## config.mk

```make
export PLATFORM = sky130hd
export DESIGN_NAME = reg_writeback_flat
export DESIGN_NICKNAME = d
export VERILOG_FILES = /design/src/rtl/reg_writeback_if.sv /design/src/rtl/reg_writeback.sv /design/src/flat_wrapper.sv
export SDC_FILE = /design/constraint.sdc
export NUM_CORES = 1
export LEC_CHECK = 0
export ABC_AREA = 0
export BUFFER_PORTS_ARGS = -buffer_cell sky130_fd_sc_hd__buf_4
export CORE_ASPECT_RATIO = 1.2
export CORE_MARGIN = 2
export CORE_UTILIZATION = 53
export CTS_BUF_LIST = sky130_fd_sc_hd__clkbuf_4
export DETAILED_ROUTE_END_ITERATION = 8
export PLACE_DENSITY = 0.81
export SLEW_MARGIN = 20
export SYNTH_ARGS = -nofsm -noshare
export SYNTH_HDL_FRONTEND = slang
export SYNTH_SLANG_ARGS = --single-unit
```

## constraint.sdc

```tcl
create_clock -name clk -period 2.95 [get_ports clk]
set_input_delay 0.4425 -clock clk [delete_from_list [all_inputs] [get_ports clk]]
set_output_delay 0.4425 -clock clk [all_outputs]
set_load 0.02 [all_outputs]
```

## src/rtl/reg_writeback_if.sv

```systemverilog
// ----------------------------------------------------------------------------
// reg_writeback_if
//   Result handshake between the pipeline (producer) and the write-back unit.
//
//   Signals:
//     resValid  producer -> unit   result offered this cycle
//     resReady  unit -> producer   unit can accept a result (registered-only)
//     resReg    producer -> unit   destination register (already resolved)
//     resAlu    producer -> unit   ALU result
//     resMem    producer -> unit   load data
//     memToReg  producer -> unit   1 = write resMem, 0 = write resAlu
//
//   Modports:
//     master  the pipeline side that offers results
//     slave   the write-back unit that accepts them
// ----------------------------------------------------------------------------
interface reg_writeback_if;
   logic        resValid;
   logic        resReady;
   logic [4:0]  resReg;
   logic [31:0] resAlu;
   logic [31:0] resMem;
   logic        memToReg;

   modport master (
      output resValid, resReg, resAlu, resMem, memToReg,
      input  resReady
   );

   modport slave (
      input  resValid, resReg, resAlu, resMem, memToReg,
      output resReady
   );
endinterface

```

## src/rtl/reg_writeback.sv

```systemverilog
// ----------------------------------------------------------------------------
// reg_writeback
//   Write-back unit for the MIPS core. Accepts ALU/load results through a
//   valid/ready handshake, buffers them in a DEPTH-entry FIFO and drains at
//   most one register-file write per cycle. Maintains a 32-bit pending-write
//   scoreboard for decode hazard detection.
//
//   Optional feature macro: REG_WB_BYPASS_EN
//     When defined, adds a combinational bypass search (qReg -> qHit/qData)
//     over the queued entries and the registered output stage.
//
//   Ports:
//     clk         single clock, rising edge
//     rst_n       asynchronous active-low reset
//     res_if      result handshake (slave side)
//     issueValid  decode reserves destination issueReg this cycle
//     issueReg    destination being reserved
//     wrStall     register-file write port unavailable this cycle
//     regWrite    register-file write enable (registered)
//     writeReg    register-file write address (registered)
//     writeData   register-file write data (registered)
//     busy        scoreboard, bit r = write to register r outstanding
//     qReg        bypass query address           (REG_WB_BYPASS_EN only)
//     qHit        queued write to qReg exists    (REG_WB_BYPASS_EN only)
//     qData       data of youngest write to qReg (REG_WB_BYPASS_EN only)
// ----------------------------------------------------------------------------
module reg_writeback #(
   parameter int DEPTH = 4
) (
   input  logic          clk,
   input  logic          rst_n,
   reg_writeback_if.slave res_if,
   input  logic          issueValid,
   input  logic [4:0]    issueReg,
   input  logic          wrStall,
   output logic          regWrite,
   output logic [4:0]    writeReg,
   output logic [31:0]   writeData,
   output logic [31:0]   busy
`ifdef REG_WB_BYPASS_EN
   ,
   input  logic [4:0]    qReg,
   output logic          qHit,
   output logic [31:0]   qData
`endif
);

   localparam int AW = $clog2(DEPTH);

   // Pointers carry one extra wrap bit so full and empty are distinguishable.
   logic [AW:0]  r_wr_ptr;
   logic [AW:0]  r_rd_ptr;
   logic [4:0]   r_q_reg  [DEPTH];
   logic [31:0]  r_q_data [DEPTH];

   logic         r_reg_write;
   logic [4:0]   r_write_reg;
   logic [31:0]  r_write_data;
   logic [31:0]  r_busy;

   logic         w_full;
   logic         w_empty;
   logic         w_accept;
   logic         w_push;
   logic         w_pop;
   logic [31:0]  w_wr_data;
   logic [AW-1:0] w_head;
   logic [31:0]  w_busy_set;
   logic [31:0]  w_busy_clr;

   assign w_empty = (r_wr_ptr == r_rd_ptr);
   assign w_full  = (r_wr_ptr[AW] != r_rd_ptr[AW]) &&
                    (r_wr_ptr[AW-1:0] == r_rd_ptr[AW-1:0]);

   // Ready is a pure function of the pointers: no path from wrStall/resValid.
   assign res_if.resReady = !w_full;

   assign w_accept  = res_if.resValid && !w_full;
   // Writes to $zero complete the handshake but never enter the queue.
   assign w_push    = w_accept && (res_if.resReg != 5'd0);
   assign w_pop     = !w_empty && !wrStall;
   assign w_wr_data = res_if.memToReg ? res_if.resMem : res_if.resAlu;
   assign w_head    = r_rd_ptr[AW-1:0];

   // NOTE: sequential state is updated with non-blocking assignments so every
   // register samples the pre-edge values of its sources.
   always_ff @(posedge clk or negedge rst_n) begin
      if (!rst_n) begin
         r_wr_ptr <= '0;
         r_rd_ptr <= '0;
      end else begin
         if (w_push) r_wr_ptr <= r_wr_ptr + 1'b1;
         if (w_pop)  r_rd_ptr <= r_rd_ptr + 1'b1;
      end
   end

   // NOTE: the storage array is deliberately not reset; the pointers alone
   // decide which entries are valid, so stale contents are never observed.
   always_ff @(posedge clk) begin
      if (w_push) begin
         r_q_reg[r_wr_ptr[AW-1:0]]  <= res_if.resReg;
         r_q_data[r_wr_ptr[AW-1:0]] <= w_wr_data;
      end
   end

   // Output stage: address/data hold their last values when nothing pops.
   always_ff @(posedge clk or negedge rst_n) begin
      if (!rst_n) begin
         r_reg_write  <= 1'b0;
         r_write_reg  <= 5'd0;
         r_write_data <= 32'd0;
      end else begin
         r_reg_write <= w_pop;
         if (w_pop) begin
            r_write_reg  <= r_q_reg[w_head];
            r_write_data <= r_q_data[w_head];
         end
      end
   end

   // NOTE: every signal written in a combinational block gets a default
   // first, so no path leaves it unassigned and no latch is inferred.
   always_comb begin
      w_busy_set = '0;
      w_busy_clr = '0;
      if (issueValid) w_busy_set[issueReg] = 1'b1;
      if (w_pop)      w_busy_clr[r_q_reg[w_head]] = 1'b1;
   end

   // Set wins over clear on the same edge; bit 0 is forced low.
   always_ff @(posedge clk or negedge rst_n) begin
      if (!rst_n) begin
         r_busy <= '0;
      end else begin
         r_busy <= ((r_busy & ~w_busy_clr) | w_busy_set) & ~32'd1;
      end
   end

   assign regWrite  = r_reg_write;
   assign writeReg  = r_write_reg;
   assign writeData = r_write_data;
   assign busy      = r_busy;

`ifdef REG_WB_BYPASS_EN
   logic [AW:0]   w_count;
   logic          w_q_hit;
   logic [31:0]   w_q_data;

   assign w_count = r_wr_ptr - r_rd_ptr;

   // Scan oldest to youngest (output stage first, then queue from head) so
   // the last match found is the youngest write.
   always_comb begin
      w_q_hit  = 1'b0;
      w_q_data = 32'd0;
      if (r_reg_write && (r_write_reg == qReg)) begin
         w_q_hit  = 1'b1;
         w_q_data = r_write_data;
      end
      for (int i = 0; i < DEPTH; i++) begin
         if (((AW+1)'(i) < w_count) &&
             (r_q_reg[r_rd_ptr[AW-1:0] + AW'(i)] == qReg)) begin
            w_q_hit  = 1'b1;
            w_q_data = r_q_data[r_rd_ptr[AW-1:0] + AW'(i)];
         end
      end
      if (qReg == 5'd0) begin
         w_q_hit  = 1'b0;
         w_q_data = 32'd0;
      end
   end

   assign qHit  = w_q_hit;
   assign qData = w_q_data;
`endif

endmodule

```

## src/flat_wrapper.sv

```systemverilog
// flat-port wrapper written by rule: the top's interface ports become plain ports
module reg_writeback_flat 
#(
   parameter int DEPTH = 4
)
  (clk, rst_n, issueValid, issueReg, wrStall, regWrite, writeReg, writeData, busy, res_if_resValid, res_if_resReg, res_if_resAlu, res_if_resMem, res_if_memToReg, res_if_resReady);
  reg_writeback_if res_if_i ();
  input  logic clk;
  input  logic rst_n;
  input  logic issueValid;
  input  logic [4:0] issueReg;
  input  logic wrStall;
  output logic regWrite;
  output logic [4:0] writeReg;
  output logic [31:0] writeData;
  output logic [31:0] busy;
  input wire logic [$bits(res_if_i.resValid)-1:0] res_if_resValid;
  input wire logic [$bits(res_if_i.resReg)-1:0] res_if_resReg;
  input wire logic [$bits(res_if_i.resAlu)-1:0] res_if_resAlu;
  input wire logic [$bits(res_if_i.resMem)-1:0] res_if_resMem;
  input wire logic [$bits(res_if_i.memToReg)-1:0] res_if_memToReg;
  output wire logic [$bits(res_if_i.resReady)-1:0] res_if_resReady;
  assign res_if_i.resValid = res_if_resValid;
  assign res_if_i.resReg = res_if_resReg;
  assign res_if_i.resAlu = res_if_resAlu;
  assign res_if_i.resMem = res_if_resMem;
  assign res_if_i.memToReg = res_if_memToReg;
  assign res_if_resReady = res_if_i.resReady;
  reg_writeback #(.DEPTH(DEPTH)) u_core (.clk(clk), .rst_n(rst_n), .res_if(res_if_i), .issueValid(issueValid), .issueReg(issueReg), .wrStall(wrStall), .regWrite(regWrite), .writeReg(writeReg), .writeData(writeData), .busy(busy));
endmodule
```

== After elaboration in Yosys (flattened, before gate mapping) ==
Memories as Yosys holds them, arrays and structs flattened. A register that Yosys moved wholly into a read port is not among the register bits.
Cells that the tools add are included.

* Bitwise logic cells: 3
* Reductions and logical operators: 11
* $mul: 0
* Multiplexer cells: 9
* $lt $le $gt $ge: 4
* Add/subtract/negate cells: 2
* Divide/modulo/power cells: 0
* Shift operators: 0
* Equal/unequal tests: 3

{| class="wikitable"
|+ Operators with widths
! operator !! count
|-
| 32-bit two-way mux || 3
|-
| 32-bit bitwise AND || 1
|-
| 32-bit NOT || 1
|-
| 32-bit OR || 1
|-
| 5-bit by 6-bit < comparator with 1-bit output, second input constant || 2
|-
| 1-bit demux with 5-bit select || 2
|-
| 5-bit by 1-bit >= comparator with 1-bit output, second input constant || 2
|-
| 3-bit by 1-bit adder with 3-bit output, second input constant || 2
|-
| 1-bit logical AND || 6
|-
| 5-bit nonzero test || 1
|-
| 1-bit logical NOT || 4
|-
| 1-bit two-way mux || 4
|-
| 3-bit == test || 1
|-
| 2-bit == test || 1
|-
| 1-bit inequality test || 1
|}

* Memories kept: 2
* Memory bits (writable): 148
* Input bits: 80
* Bits in latches: 0
* ROM bits: 0
* Output and inout port bits: 71
* Register bits: 43
* Logic and storage cells: 39

{| class="wikitable"
|+ Memories
! memory !! words !! width !! rd ports !! clocked after memory_dff !! wr ports !! RTL line !! source
|-
| u_core.r_q_data || 4 || 32 || 1 || 1 || 1 || reg_writeback.sv:54 || <nowiki>logic [31:0] r_q_data [DEPTH];</nowiki>
|-
| u_core.r_q_reg || 4 || 5 || 1 || 0 || 1 || reg_writeback.sv:53 || <nowiki>logic [4:0] r_q_reg [DEPTH];</nowiki>
|}

== Logic depth before layout (Yosys ltp) ==
An unclocked memory read counts as a cell.

* Depth in word-level cells: 9
* Mapped depth: 7
* Gate-level depth less buffers: 4

== Worst setup path after synthesis ==
OpenSTA, ideal clock, no wires.

* Kind: reg2reg
* From: register u_core.r_rd_ptr[0]
* To: memory u_core.r_q_data[3][0], enable pin
* Buffers on the path: 2
* Cell stages (with the launch flop): 6
* Clock period less this slack: 3022 ps
* Arrival time: 2594 ps
* Setup time: 428 ps
* Required time: 2522 ps
* Slack: -72 ps
* Path through: dfrtp_1 > buf_6 > buf_6 > xnor2_1 > and3b_1 > nor3b_2

* Longest elaborated chain between the ends: 7

{| class="wikitable"
|+ RTL lines
! what !! RTL line !! source
|-
| from (decl) || reg_writeback.sv:52 || <nowiki>logic [AW:0] r_rd_ptr;</nowiki>
|-
| from (signal assigned) || reg_writeback.sv:93 || <nowiki>if (w_pop) r_rd_ptr <= r_rd_ptr + 1'b1;</nowiki>
|-
| 2-bit == test || reg_writeback.sv:73 || <nowiki>(r_wr_ptr[AW-1:0] == r_rd_ptr[AW-1:0]);</nowiki>
|-
| 1-bit logical AND || reg_writeback.sv:72 || <nowiki>assign w_full = (r_wr_ptr[AW] != r_rd_ptr[AW]) &&</nowiki>
|-
| 1-bit logical NOT || reg_writeback.sv:78 || <nowiki>assign w_accept = res_if.resValid && !w_full;</nowiki>
|-
| 1-bit logical AND || reg_writeback.sv:78 ||
|-
| 1-bit logical AND || reg_writeback.sv:80 || <nowiki>assign w_push = w_accept && (res_if.resReg != 5'd0);</nowiki>
|-
| 1-bit two-way mux || reg_writeback.sv:100 || <nowiki>if (w_push) begin</nowiki>
|-
| 1-bit two-way mux (implied by the code) || reg_writeback.sv:102 || <nowiki>r_q_data[r_wr_ptr[AW-1:0]] <= w_wr_data;</nowiki>
|-
| to (decl) || reg_writeback.sv:54 ||
|}

No other way between the ends.

== Worst setup path in the final report ==
* From: register u_core.r_rd_ptr[0]
* To: memory u_core.r_q_data[0][15], enable pin

The elaborated chain is that of the path after synthesis.

==> results.json <==
{
  "num-nets-final": 804,
  "grt_max_degree": 76,
  "arrival_ns": 2.82,
  "slowest_stage": "and2_2",
  "fmax_mhz": 389,
  "portBuffers": 149,
  "critPathBufInv": 0,
  "drt_pre_antenna_iters": 5,
  "place.gp.congestion": 0.836,
  "rsz0062_at_grt": "no",
  "yosysMostFrequentCell": "edfxtp_1",
  "clock_sinks": 223,
  "groute.usage.overall_pct": 21.4,
  "placementRows": 52,
  "worstSetupEndpointType": "register",
  "slew_viol_final": 0,
  "synth_fp_nets": 615,
  "crit_chain": "xnor2_1 > and3b_1 > nor2_1 > and2_2",
  "powerDensity_nw_per_um2": 1050,
  "cts_max_path_buffers": 3,
  "netlist-cell-type-count": 38,
  "worst_pin_slew_ns": 0.997,
  "ctsRootBufferMaster": "clkbuf_4",
  "peakVddDrop_v": 0.000538,
  "cts-resized-gates": 0,
  "ys_async_sr_fraction_pct": 33.6,
  "relSlewSlack_pct": 33.5,
  "critical_path.max_stage_delay_ns": 0.87,
  "cts_buffers": 52,
  "ant_nets": 0,
  "p_leak_uw": 0.00430,
  "syn_avg_cell_area_um2": 17.2,
  "postCtsSetupRepairBufs": 0,
  "largest_register_ffs": 128,
  "crit_fanout": 37,
  "htreeDepth": 2,
  "status": "complete, no violations",
  "final_cell_count_no_fill": 980,
  "wl_um": 18800,
  "yosys_register_bits": 223,
  "dp_cells": 875,
  "synth_area_leaders": "edfxtp_1, dfrtp_1, mux4_2",
  "die_area_um2": 18300,
  "syn_to_final_growth_pct": 22.5,
  "ios": 151,
  "setup_tns_ns": 0,
  "postSynthCellCount": 530,
  "finalHoldViolations": 0,
  "die_w_um": 124,
  "hold_buffers": 6,
  "fin_crit_ns": 2.57,
  "setup-violations-final": 0,
  "post-route-drc-count": 0,
  "grt_pass1_vias": 5773,
  "period_share_pct": 87.1,
  "drive_above_1_share_pct": 47.1,
  "synth_warnings": 0,
  "synth_ff_type": "edfxtp_1",
  "fin_skew_ns": 0.0276,
  "routedWlPerCell_um": 19.2,
  "synth_commonest_cells": "edfxtp_1, dfrtp_1, nor2_1, mux2_2, mux4_2",
  "power_uw": 11700,
  "yosys.area.top_type": "edfxtp_1",
  "critPathLaunchType": "register",
  "syn_area_um2": 9110,
  "whs_ns": 0.0491,
  "clock_latency_ns": 0.65,
  "yosysTopAreaCellShare_pct": 48.8,
  "vias": 5487,
  "dieHeight_um": 148,
  "via_per_inst": 5.60,
  "timing.reg2reg.worst_path_depth": 4,
  "critical_path_cell_count": 4,
  "whs_path_depth": 2,
  "synth_edf_count": 148,
  "antenna_found_initial": 1,
  "clkTransAtPathRegs_ns": 0.07,
  "cap_violations": 0,
  "hold_class": "input pin to register",
  "yosysSeqAreaShare_pct": 69.4,
  "cts_tree": "yes",
  "gr-total-overflow": 0,
  "required_ns": 3.20,
  "postPlaceCellArea_um2": 10400,
  "stdcell_area_um2": 11200,
  "crit_type": "register to register",
  "design.core.area_um2": 16900,
  "drt_iter0_drc": 486,
  "place.detailed.hpwl_um": 12200,
  "crit_family": "simple AND/OR/NAND/NOR gates",
  "grt_pass1_wl_um": 29700,
  "start_util_pct": 54.1
}
per-layer routing:
layer  routed length [µm]  track usage (%)  part of all wire [%]
met4                  352             7.05                   1.9
met5                    0                0                     0
met2                10000             37.9                    53
met1                 7090             25.8                    38
met3                 1310             4.71                   7.0
cell usage in the layout, fill, tap and decap left out, types with 6 or more instances in the layout:
cell | synthesis | final
a31oi_1 | 15 | 15
nor2_1 | 75 | 75
buf_4 | 7 | 153
clkinv_1 | 0 | 12
clkbuf_4 | 0 | 82
mux4_2 | 35 | 35
dfrtp_1 | 75 | 73
edfxtp_1 | 148 | 148
nor3_1 | 12 | 12
dlygate4sd3_1 | 0 | 6
mux2_2 | 67 | 67
a21oi_1 | 13 | 13
worst reg2reg max path, delay by kind of cell, from the launching register on:
kind,cells,cell delay [ns]
xor+xnor,1,0.23
flops,1,0.52
simple gates,3,1.42
logic make-up (layout without fill, tap and decap cells):
logic type	count (synthesis)	after routing	share of synthesized area (%)
AOI/OAI and AO/OA	33	33	2.32
xor gates and xnor gates	7	7	0.673
adders and majority gates	5	5	0.687
buffers and inverters	29	262	1.96
DFF	223	223	69.4
muxes	111	111	18.3
other	1	2	0.0412
and+or+nand+nor	121	121	6.59
final cells by class:
type | count | area, µm²
flip-flops and latches | 223 | 6320
clock buffers | 82 | 616
fillers | 1145 | 5690
inverters | 3 | 11.3
multi-input cells | 278 | 2620
diodes | 1 | 2.50
well taps | 216 | 270
clock inverters | 16 | 73.8
repair buffers | 161 | 1240
power breakdown:
group          leakage, µW  switching [µW]  internal [µW]  total (µW)
combinational      0.00165            2420           2030        4450
clock             0.000404            1140           1270        2410
sequential         0.00225             450           4420        4870
total              0.00430            4010           7720       11700
through the flow:
step	worst slack, ns	util, %
after floorplan	0.315	-
after global placement	0.440	61.7
after detailed placement	0.339	61.7
after CTS	0.327	66.2
after global routing	0.162	66.2
final	0.380	66.2
final timing paths:
check                                    endpoint                 from  slack [ns]
setup / recovery           u_core.r_q_data[0][15]   u_core.r_rd_ptr[0]        0.38
hold / removal                    u_core.regWrite              wrStall        0.05
setup reg to reg           u_core.r_q_data[0][15]   u_core.r_rd_ptr[0]        0.38
hold reg to reg               u_core.writeData[7]  u_core.writeData[7]        0.50
min in group asynchronous         u_core.busy[22]                rst_n        0.41
max in group asynchronous      u_core.r_rd_ptr[0]                rst_n        2.00
No activity file was read; power rests on OpenSTA's default activity.
